==> config.mk <==
export PLATFORM = sky130hd
export DESIGN_NAME = fdd_track_sequencer
export DESIGN_NICKNAME = d
export VERILOG_FILES = /design/src/rtl/fdd_pkg.sv /design/src/rtl/fdd_dirty_tracker.sv /design/src/rtl/fdd_track_sequencer.sv
export SDC_FILE = /design/constraint.sdc
export NUM_CORES = 1
export LEC_CHECK = 0
export CAP_MARGIN = 10
export CORE_ASPECT_RATIO = 0.5
export CORE_MARGIN = 5
export CORE_UTILIZATION = 38
export CTS_CLUSTER_DIAMETER = 60
export CTS_CLUSTER_SIZE = 25
export DETAILED_ROUTE_END_ITERATION = 16
export PLACE_DENSITY = 0.74
export SLEW_MARGIN = 10
export SYNTH_ARGS = -nofsm -noshare
export SYNTH_HDL_FRONTEND = slang
export SYNTH_HIERARCHICAL = 1
export SYNTH_SLANG_ARGS = --single-unit
==> constraint.sdc <==
create_clock -name clk_sys -period 4.3 [get_ports clk_sys]
set_clock_uncertainty 0.1 [all_clocks]
set_input_delay 0.86 -clock clk_sys [delete_from_list [all_inputs] [get_ports clk_sys]]
set_output_delay 0.86 -clock clk_sys [all_outputs]
set_load 0.03 [all_outputs]
==> src/rtl/fdd_pkg.sv <==
// Shared constants and state encoding for the floppy track buffer sequencer.
package fdd_pkg;
  localparam int SECTORS      = 13;
  localparam int SECTOR_BYTES = 512;
  localparam int TRACK_BYTES  = SECTORS * SECTOR_BYTES;

  typedef enum logic [2:0] {
    IDLE,
    FLUSH_REQ,
    FLUSH_WAIT,
    LOAD_REQ,
    LOAD_WAIT
  } fdd_state_t;
endpackage

==> src/rtl/fdd_dirty_tracker.sv <==
// Per-sector dirty mask with set/clear/clear-all and a lowest-set-bit encoder.
// The encoder looks at the mask as it will be after this cycle's clears.
module fdd_dirty_tracker #(
  parameter int SECTORS = fdd_pkg::SECTORS,
  parameter int SEC_W   = 4
) (
  input  logic               clk,
  input  logic               rst_n,
  input  logic               set_en,
  input  logic [SEC_W-1:0]   set_idx,
  input  logic               clr_en,
  input  logic [SEC_W-1:0]   clr_idx,
  input  logic               clr_all,
  output logic [SECTORS-1:0] mask,
  output logic [SEC_W-1:0]   first_idx,
  output logic               any
);
  localparam logic [SECTORS-1:0] ONE = 1;

  logic [SECTORS-1:0] remain;
  logic [SECTORS-1:0] set_vec;

  // Out-of-range indices shift the single bit off the top and become no-ops.
  assign set_vec = set_en ? (ONE << set_idx) : '0;

  always_comb begin
    remain = mask;
    if (clr_en)  remain = remain & ~(ONE << clr_idx);
    if (clr_all) remain = '0;
  end

  always_comb begin
    first_idx = '0;
    for (int i = SECTORS - 1; i >= 0; i--) begin
      if (remain[i]) first_idx = SEC_W'(i);
    end
  end

  assign any = |remain;

  always_ff @(posedge clk or negedge rst_n) begin
    if (!rst_n)       mask <= '0;
    else if (clr_all) mask <= '0;
    else              mask <= remain | set_vec;
  end
endmodule

==> src/rtl/fdd_track_sequencer.sv <==
// Loads a 13-sector track into the floppy buffer from SD and writes dirty sectors back
// before the buffer is reused; the CPU is held whenever an SD transfer is pending.
module fdd_track_sequencer #(
  parameter int SECTORS = fdd_pkg::SECTORS,
  parameter int TRACK_W = 6,
  parameter int SEC_W   = 4
) (
  input  logic               clk_sys,
  input  logic               reset_n,
  input  logic [TRACK_W-1:0] track,
  input  logic               img_mounted,
  input  logic               img_present,
  input  logic               img_readonly,
  input  logic               fd_write_disk,
  input  logic [13:0]        fd_track_addr,
  output logic [31:0]        sd_lba,
  output logic               sd_rd,
  output logic               sd_wr,
  input  logic               sd_ack,
  output logic [SEC_W-1:0]   buf_sec,
  output logic               cpu_wait,
  output logic               trk_valid,
  output logic [SECTORS-1:0] dirty
);
  import fdd_pkg::*;

  fdd_state_t         state, state_nxt;
  logic [TRACK_W-1:0] cur_track, cur_track_nxt;
  logic               mounted, readonly;
  logic               pend, pend_nxt;
  logic               trk_valid_nxt;
  logic [SEC_W-1:0]   buf_sec_nxt;
  logic               sd_rd_nxt, sd_wr_nxt;
  logic [31:0]        sd_lba_nxt;
  logic               ack_q, ack_rise, ack_fall;
  logic               set_en, clr_en, any_dirty;
  logic [SEC_W-1:0]   first_idx;
  logic [SEC_W-1:0]   wr_sec;
  logic [31:0]        lba_now;
  logic               unused_addr_bits;

  assign wr_sec           = fd_track_addr[9 +: SEC_W];
  assign unused_addr_bits = ^{fd_track_addr[13], fd_track_addr[8:0]};
  assign ack_rise         = sd_ack & ~ack_q;
  assign ack_fall         = ~sd_ack & ack_q;
  assign lba_now          = 32'(SECTORS) * 32'(cur_track) + 32'(buf_sec);

  fdd_dirty_tracker #(.SECTORS(SECTORS), .SEC_W(SEC_W)) u_dirty (
    .clk       (clk_sys),
    .rst_n     (reset_n),
    .set_en    (set_en),
    .set_idx   (wr_sec),
    .clr_en    (clr_en),
    .clr_idx   (buf_sec),
    .clr_all   (img_mounted),
    .mask      (dirty),
    .first_idx (first_idx),
    .any       (any_dirty)
  );

  always_comb begin
    state_nxt     = state;
    cur_track_nxt = cur_track;
    pend_nxt      = pend;
    trk_valid_nxt = trk_valid;
    buf_sec_nxt   = buf_sec;
    sd_rd_nxt     = sd_rd;
    sd_wr_nxt     = sd_wr;
    sd_lba_nxt    = sd_lba;
    set_en        = 1'b0;
    clr_en        = 1'b0;
    unique case (state)
      IDLE: begin
        // A mount pulse defers the decision one cycle so the new flags are in place.
        if (!img_mounted) begin
          if (!pend && (track != cur_track) && any_dirty) begin
            buf_sec_nxt = first_idx;
            state_nxt   = FLUSH_REQ;
          end else if (pend || (track != cur_track)) begin
            cur_track_nxt = track;
            pend_nxt      = 1'b0;
            trk_valid_nxt = 1'b0;
            if (mounted) begin
              buf_sec_nxt = '0;
              state_nxt   = LOAD_REQ;
            end
          end else if (fd_write_disk && trk_valid && !readonly && (32'(wr_sec) < 32'(SECTORS))) begin
            set_en = 1'b1;
          end
        end
      end
      FLUSH_REQ: begin
        sd_lba_nxt = lba_now;
        sd_wr_nxt  = 1'b1;
        state_nxt  = FLUSH_WAIT;
      end
      FLUSH_WAIT: begin
        if (ack_rise) sd_wr_nxt = 1'b0;
        if (ack_fall) begin
          clr_en = 1'b1;
          if (any_dirty) begin
            buf_sec_nxt = first_idx;
            state_nxt   = FLUSH_REQ;
          end else begin
            state_nxt = IDLE;
          end
        end
      end
      LOAD_REQ: begin
        sd_lba_nxt = lba_now;
        sd_rd_nxt  = 1'b1;
        state_nxt  = LOAD_WAIT;
      end
      LOAD_WAIT: begin
        if (ack_rise) sd_rd_nxt = 1'b0;
        if (ack_fall) begin
          if (buf_sec == SEC_W'(SECTORS - 1)) begin
            trk_valid_nxt = 1'b1;
            state_nxt     = IDLE;
          end else begin
            buf_sec_nxt = buf_sec + SEC_W'(1);
            state_nxt   = LOAD_REQ;
          end
        end
      end
      default: state_nxt = IDLE;
    endcase
    if (img_mounted) begin
      pend_nxt      = 1'b1;
      trk_valid_nxt = 1'b0;
    end
  end

  always_ff @(posedge clk_sys or negedge reset_n) begin
    if (!reset_n) begin
      state     <= IDLE;
      cur_track <= '0;
      mounted   <= 1'b0;
      readonly  <= 1'b0;
      pend      <= 1'b0;
      trk_valid <= 1'b0;
      buf_sec   <= '0;
      sd_rd     <= 1'b0;
      sd_wr     <= 1'b0;
      sd_lba    <= '0;
      cpu_wait  <= 1'b0;
      ack_q     <= 1'b0;
    end else begin
      state     <= state_nxt;
      cur_track <= cur_track_nxt;
      pend      <= pend_nxt;
      trk_valid <= trk_valid_nxt;
      buf_sec   <= buf_sec_nxt;
      sd_rd     <= sd_rd_nxt;
      sd_wr     <= sd_wr_nxt;
      sd_lba    <= sd_lba_nxt;
      cpu_wait  <= (state_nxt != IDLE);
      ack_q     <= sd_ack;
      if (img_mounted) begin
        mounted  <= img_present;
        readonly <= img_readonly;
      end
    end
  end
endmodule

### Yosys cells after proc, flatten, opt, wreduce, memory -nomap -nowiden

Cells that the tools add are included.
W data, S select, Z words.

* bitwise operators: 9
* add/subtract/negate cells: 2
* multiplexer cells: 53
* reduce and logical (&&, ||, !) cells: 24
* order comparisons: 1
* equality and inequality tests: 20
* $mul: 1
* div/mod/pow operators: 0
* shift operators: 2

Operators with widths (count)
* $mux W4: 21
* $mux W13: 4
* $shl A1 B4 Y13 const A: 2
* $mux W3: 6
* $ne A3 B3 Y1 const B: 6
* $mux W1: 16
* $ne A2 B2 Y1 const B: 8
* $pmux W3 S5: 1
* $and A13 B13 Y13: 1
* $not A13 Y13: 1
* $or A13 B13 Y13: 1
* $reduce_or A13 Y1: 1
* $pmux W4 S3: 1
* $add A10 B4 Y11: 1
* $mul A4 B6 Y10 const A: 1
* $reduce_bool A3 Y1: 3
* $reduce_and A8 Y1: 1
* $reduce_bool A2 Y1: 4
* $eq A3 B2 Y1 const B: 2
* $ne A6 B6 Y1: 1
* $pmux W1 S2: 3
* $logic_and A1 B1 Y1: 5
* $reduce_and A5 Y1: 1
* $add A4 B1 Y4 const B: 1
* other kinds (14): 20

* bits in registers: 66
* memories kept: 0
* word-level logic and storage cells: 125
* input port bits: 27
* RAM bits: 0
* memory bits (read-only): 0
* latch bits: 0

### Logic depth before layout (Yosys ltp)

Gate-level depths: netlist (run 1).

* word-level depth: 22
* depth in mapped cells: 14
* depth with buffers taken out: 13

### Cells and area by module

The synthesis (run 1) kept the hierarchy.

Modules (own cells, without submodules)
* fdd_track_sequencer: cells an instance 255, seq. area each 800.8 µm², times used 1, area an instance 2489.9 µm²
* fdd_dirty_tracker: cells an instance 115, seq. area each 325.3 µm², times used 1, area an instance 955.9 µm²

### Worst setup path after synthesis (run 1)

OpenSTA, ideal clock, no wires.

* path type: input to register
* start: in sd_ack
* end: reg cpu_wait
* path slack: 0.679 ns
* path buffers: 0
* cell stages on the path: 13
* data arrival time: 3.375 ns
* cells stage by stage: nand2b_1 nor2_1 and2_1 or3b_4 o21ai_4 nand4_2 a21boi_2 or3b_1 nor2b_1 o21ai_1 a31oi_1 nor2_2 o221ai_1

* cells in the longest elaborated chain, start to end: 12

Ends and longest elaborated chain
* start, declared: line fdd_track_sequencer.sv:19 `input logic sd_ack,`
* $not A1 Y1 *: line fdd_track_sequencer.sv:45 `assign ack_fall = ~sd_ack & ack_q;`
* $and A1 B1 Y1 *: line fdd_track_sequencer.sv:45
* $mux W1 *: line fdd_track_sequencer.sv:99 `if (ack_fall) begin`
* $mux W1 *: line fdd_track_sequencer.sv:72 `unique case (state)`
* via clr_en: line fdd_track_sequencer.sv:36 `logic set_en, clr_en, any_dirty;`
* $mux W13 *: line fdd_dirty_tracker.sv:28 `if (clr_en) remain = remain & ~(ONE << clr_idx);`
* $mux W13 *: line fdd_dirty_tracker.sv:29 `if (clr_all) remain = '0;`
* $reduce_or A13 Y1 *: line fdd_dirty_tracker.sv:39 `assign any = |remain;`
* via any_dirty: line fdd_track_sequencer.sv:36
* $logic_and A1 B1 Y1: line fdd_track_sequencer.sv:76 `if (!pend && (track != cur_track) && any_dirty) begin`
* $mux W3: line fdd_track_sequencer.sv:76
* $mux W3: line fdd_track_sequencer.sv:75 `if (!img_mounted) begin`
* $pmux W3 S5 *: line fdd_track_sequencer.sv:72
* $reduce_bool A3 Y1 *: line fdd_track_sequencer.sv:157 `cpu_wait <= (state_nxt != IDLE);`
* end signal, assigned: line fdd_track_sequencer.sv:157
* end, declared: line fdd_track_sequencer.sv:21 `output logic cpu_wait,`

Mark *: on every way through the listed nets, which the timed path passes. The rest lies on a longest branch.
A chain may end at the register's enable or synchronous reset.

### Worst setup path after layout (run 1)

Ends and elaborated chain as after synthesis.

==> impl_metrics.toml, run 1 <==
[drt]
drc = 0
drt-total-wl_mm = 8.10
dr.first_iter.drc_count = 220
first_pass_iters = 4
ant_nets = 0
wl_per_cell_um = 15.0
dr_total_vias = 2932
avgViaCountPerCell = 5.42

[pwr]
ir_drop_mv = 0.498
powerDensity_nw_per_um2 = 687
leakagePower_uw = 0.00181

[worst_setup_path]
worstPathArrival_ps = 4110
startpoint_type = "primary input"
crit_start = "sd_ack"
worstPathRequired_ps = 4350
crit_path_end_kind = "flop"
path_class = "in -> reg"
worstRegToRegCells = 12
r2r_end = "cpu_wait"
rrSetupSlack_ps = 860
r2r-start = "state[2]"
crit_fanout = 7

[global_routing]
grt_first_pass_wirelength_mm = 13.7
grtUsageTotal_pct = 14.9
grt_remaining_overflow = 0
grt_max_degree = 46
grt_antenna_before_repair = 0
grt_pass1_vias = 2762

[logic_synthesis]
ys_types = 64
synth_area_leader_cell = "dfrtp_1"
synth-seq-cells = 45
avgSynthCellArea_um2 = 9.31
yosys_most_used_dff = "dfrtp_1"
synth_top_area_share_pct = 32.7
ys_top_cells_by_area = "dfrtp_1 (33%), ha_1 (11%), buf_4 (5.0%)"
synth_area_um2 = 3450
synth_edf_count = 0
ys_top_cells_by_count = "dfrtp_1 (45), ha_1 (29), nor2_1 (28)"
yosysSeqAreaShare_pct = 32.7
ys_warn_count = 6
synthCells = 370
synth-async-reset-ratio_pct = 100
synth_most_common_cell = "dfrtp_1"

[floorplanning]
start_util_pct = 39.3
die_h_um = 77.3
die-area_um2 = 11200
pin_count = 80
rows = 24
coreArea_um2 = 8770
die_w_um = 145

[min_path]
hp-start = "sd_lba[5]"
worstHoldPathType = "reg -> reg"
min_path_cells = 1
holdPathEnd = "sd_lba[5]"

[sta]
hold_violations = 0
slew_violations = 0
rsz0062_at_grt = "no"
relSlewSlack_pct = 32.7
report.final.setup_viol = 0
fin_crit_ps = 4070
worst_pin_slew_ps = 1010
timing.final.crit_share_pct = 94.6
max_freq_mhz = 246

[clocking]
clk_path_buf_depth = 2
cts_resized = 0
cts_tree = "yes"
clk_pin_slew_ps = 70
htreeDepth = 2
cts_root_buf = "clkbuf_16"
clk_latency_ps = 290
numCtsBuffers = 5
cts_hold_buf = 0
cts.sinks = 45
post_cts_buffers = 0

[job]
maxCapViolCount = 0

[final_layout]
nNetsFinal = 483
areaGrowthSynthToFinish_pct = 21.8
fillers = 837
final_area_um2 = 4200
final_util_pct = 47.9
drive_above_1_share_pct = 8.96
antenna_cells = 0

[outcome]
status = "completed"

[placed_design]
port_buffers = 48
dpl-instance-area_um2 = 4010
gp_congestion = 0.893
hpwlAfterDp_mm = 6.10
==> sequential cells by signal, summed over array words and instances, names as in the netlist <==
name	count
sd_lba	11
mounted	1
state	3
sd_wr	1
ack_q	1
cur_track	6
cpu_wait	1
pend	1
trk_valid	1
u_dirty/mask	13
readonly	1
sd_rd	1
buf_sec	4
==> power by group <==
group | internal [uW] | total [uW] | switching (uW)
Combinational | 742 | 1720 | 974
Clock | 332 | 494 | 163
Sequential | 532 | 672 | 140
Total | 1610 | 2880 | 1280
==> worst max-delay path by stage <==
stage,to,slack (ps),depth (start not counted)
6_report,cpu_wait,230,14
5_1_grt,buf_sec[1],20,14
4_1_cts,cpu_wait,240,15
3_5_place_dp,cpu_wait,-40,15
3_3_place_gp,cpu_wait,4,14
2_1_floorplan,cpu_wait,680,13
==> metrics by stage <==
stage,cells,total power [uW],setup slack [ps],hold WS [ps],TNS (ps)
finish,541,2880,232,378,0
detailed placement,533,2390,-43.0,367,-78.2
floorplan,390,1960,679,365,0
CTS,541,2910,243,381,0
global placement,533,2330,4.09,360,0
global route,541,3170,15.9,398,0
==> placed cells by master (no fill, tap or decap), types with 3 or more instances in the layout <==
cell type,Yosys,final
mux2_1,7,7
o211ai_1,8,8
o21ai_0,20,19
nand2b_1,6,6
or3b_1,4,4
o21a_1,6,6
clkdlybuf4s50_1,0,47
nand3b_1,3,3
o21bai_1,3,3
a22oi_1,5,5
nor3b_1,4,4
o21ai_1,3,4
o22ai_1,9,9
buf_4,23,10
or3_1,3,3
nor2b_1,6,6
fa_1,4,4
dfrtp_1,45,45
nor2_1,28,28
mux2_2,5,5
nor3_1,9,9
nand3_1,10,10
a21oi_1,20,20
a21o_1,4,4
nand2_1,24,24
conb_1,1,21
xor2_1,8,8
inv_1,17,17
clkbuf_16,0,5
and2_1,4,3
o31ai_1,3,3
ha_1,29,29
==> cell type report <==
cell class / count / area [um2] / area share, %
clock buffers: 5 / 125 / 2.98
clock inverters: 3 / 65.1 / 1.55
inverters: 17 / 63.8 / 1.52
multi-input cells: 296 / 2120 / 50.5
flip-flops and latches: 45 / 1130 / 26.8
well taps: 117 / 146 / 3.49
repair buffers: 58 / 551 / 13.1
==> logic make-up after synthesis <==
kind of cell | count (synthesis) | synth area share (%)
buf+inv | 49 | 7.99
other cells | 1 | 0.109
mux | 14 | 4.50
simple gates | 115 | 18.5
compound gates | 105 | 21.3
fa+ha+maj | 33 | 12.9
xor+xnor | 8 | 2.03
flops | 45 | 32.7
==> per-layer routing <==
layer  vias up  track usage [%]  routed length (um)
met5         -                0                   0
met4         0             3.17                  78
met3         8             3.07                 512
met2       101             24.1                3850
met1      1406             20.7                3660
li1       1417                -                   -
==> worst max-delay path, stage by stage <==
cell and delay, ps:
clkdlybuf4s50_1 430, nand2b_1 180, nor2_1 170, and2_2 250
or3b_4 430, o21ai_4 180, nand4_2 140, a21boi_2 170
or3b_1 410, nor2b_1 170, o21ai_1 120, a31oi_1 90
nor2_2 340, o221ai_1 180
Note: power is estimated with default switching activity, not from simulation.
==> run 2: changes to the inputs <==
--- a/config.mk
+++ b/config.mk
@@ -7,7 +7,6 @@
 export LEC_CHECK = 0
 export CAP_MARGIN = 10
 export CORE_ASPECT_RATIO = 0.5
-export CORE_MARGIN = 5
 export CORE_UTILIZATION = 38
 export CTS_CLUSTER_DIAMETER = 60
 export CTS_CLUSTER_SIZE = 25
==> run 2 against run 1 <==
Net effect: via count rose by 0.75%; register-to-register slack improved by 60 ps; utilization fell by 0.11 points; final cell count rose by 0.55%; critical path type unchanged.
==> impl_metrics.toml, run 2 (same netlist as run 1, synthesis figures left out) <==
[final_layout]
layout_commonest_cell = "clkdlybuf4s50_1"
reg_top3 = "u_dirty/mask: 13 flops, sd_lba: 11 flops, cur_track: 6 flops"
nNetsFinal = 486
fillers = 840
final_util_pct = 47.8
antenna_cells = 0
drive_above_1_share_pct = 9.13
largest_register_ffs = 13
mostFrequentLayoutCells = "clkdlybuf4s50_1 (47), dfrtp_1 (45), ha_1 (29)"
areaGrowthSynthToFinish_pct = 21.1
largest-register = "u_dirty/mask"

[sta]
slew_violations = 0
hold_violations = 0
rsz0062_at_grt = "no"
worst_hold_slack_ps = 375
relSlewSlack_pct = 33.1
fin_crit_ps = 4000
report.final.setup_viol = 0
setup_tns_ps = 0
max_freq_mhz = 250
timing.final.crit_share_pct = 93.0
worst_pin_slew_ps = 1000

[clocking]
cts_hold_buf = 0
htreeDepth = 2
cts_resized = 0
cts_root_buf = "clkbuf_16"
clk_pin_slew_ps = 60
cts_tree = "yes"
clk_latency_ps = 290
post_cts_buffers = 0
clk_path_buf_depth = 2
numCtsBuffers = 5
cts.sinks = 45

[worst_setup_path]
crit_start = "sd_ack"
r2r-start = "state[1]"
worstPathRequired_ps = 4350
worstRegToRegCells = 12
crit_fanout = 6
crit_path_end_kind = "flop"
r2r_end = "cpu_wait"
rrSetupSlack_ps = 920
worstPathArrival_ps = 4050
path_class = "in -> reg"
startpoint_type = "primary input"

[min_path]
min_path_cells = 1
hp-start = "sd_lba[5]"
worstHoldPathType = "reg -> reg"
holdPathEnd = "sd_lba[5]"

[floorplanning]
pin_count = 80
die_h_um = 69.3
rows = 24
die_w_um = 137
start_util_pct = 39.4
die-area_um2 = 9480
coreArea_um2 = 8740

[drt]
first_pass_iters = 5
drc = 0
dr.first_iter.drc_count = 120
drt-total-wl_mm = 7.59
ant_nets = 0
dr_total_vias = 2954
wl_per_cell_um = 13.9
avgViaCountPerCell = 5.43

[placed_design]
hpwlAfterDp_mm = 5.71
gp_congestion = 0.894
port_buffers = 48

[global_routing]
grt_antenna_before_repair = 0
grt_remaining_overflow = 0
grt_max_degree = 46
grtUsageTotal_pct = 16.9
grt_first_pass_wirelength_mm = 12.6
grt_pass1_vias = 2687

[outcome]
status = "completed"

[job]
maxCapViolCount = 0

[pwr]
leakagePower_uw = 0.00180
ir_drop_mv = 0.359
powerDensity_nw_per_um2 = 661
==> run 2: cell count changes in the layout (fill, tap and decap cells not counted), sizes merged <==
| cell | before | now |
|---|---|---|
| clkinv | 1 | 0 |
| clkinvlp | 0 | 1 |
| clkbuf | 5 | 7 |
| buf | 11 | 14 |
| bufinv | 2 | 0 |
==> run 2: worst max-delay path by stage <==
stage | depth (start not counted) | endpoint | slack [ps]
floorplan | 13 | cpu_wait | 680
global placement | 15 | cpu_wait | 70
detailed placement | 15 | cpu_wait | -10
CTS | 15 | cpu_wait | 260
global route | 15 | buf_sec[0] | 30
finish | 14 | cpu_wait | 300
==> run 2: where the power goes <==
part | internal [uW] | leakage [uW] | switching (uW) | total, uW
Combinational | 742 | 0.00115 | 970 | 1710
Clock | 216 | 0.0000641 | 158 | 374
Sequential | 532 | 0.000585 | 139 | 671
==> run 2: through the flow <==
step	setup slack, ps	power, uW	cell area [um2]	instances
after global placement	68.4	2330	4030	536
after global routing	27.9	3020	4170	544
after floorplan	679	1960	3520	390
after CTS	262	2790	4170	544
final	302	2760	4170	544
after detailed placement	-12.5	2380	4030	536
==> run 2: per-layer routing <==
metal | track usage (%) | vias to the layer above | wire length (um)
met1 | 23.3 | 1405 | 3450
met5 | 0 | - | 0
met3 | 4.31 | 16 | 510
met2 | 25.7 | 112 | 3470
li1 | - | 1421 | -
met4 | 5.80 | 0 | 147
==> run 2: area by class of cell <==
type / instances / area, um2 / area share, %
flip-flops and latches: 45 / 1130 / 27.0
well taps: 117 / 146 / 3.51
clock inverters: 1 / 7.51 / 0.180
clock buffers: 7 / 133 / 3.18
multi-input cells: 296 / 2120 / 50.9
inverters: 17 / 63.8 / 1.53
repair buffers: 61 / 573 / 13.7
==> run 2: critical path, stage by stage <==
cell and delay (ps):
clkdlybuf4s50_1 430, nand2b_1 180, nor2_1 170, and2_1 210, or3b_4 430, o21ai_4 180
nand4_2 150, a21boi_2 180, or3b_1 420, nor2b_1 170, o21ai_1 120, a31oi_1 90
nor2_2 290, o221ai_1 180
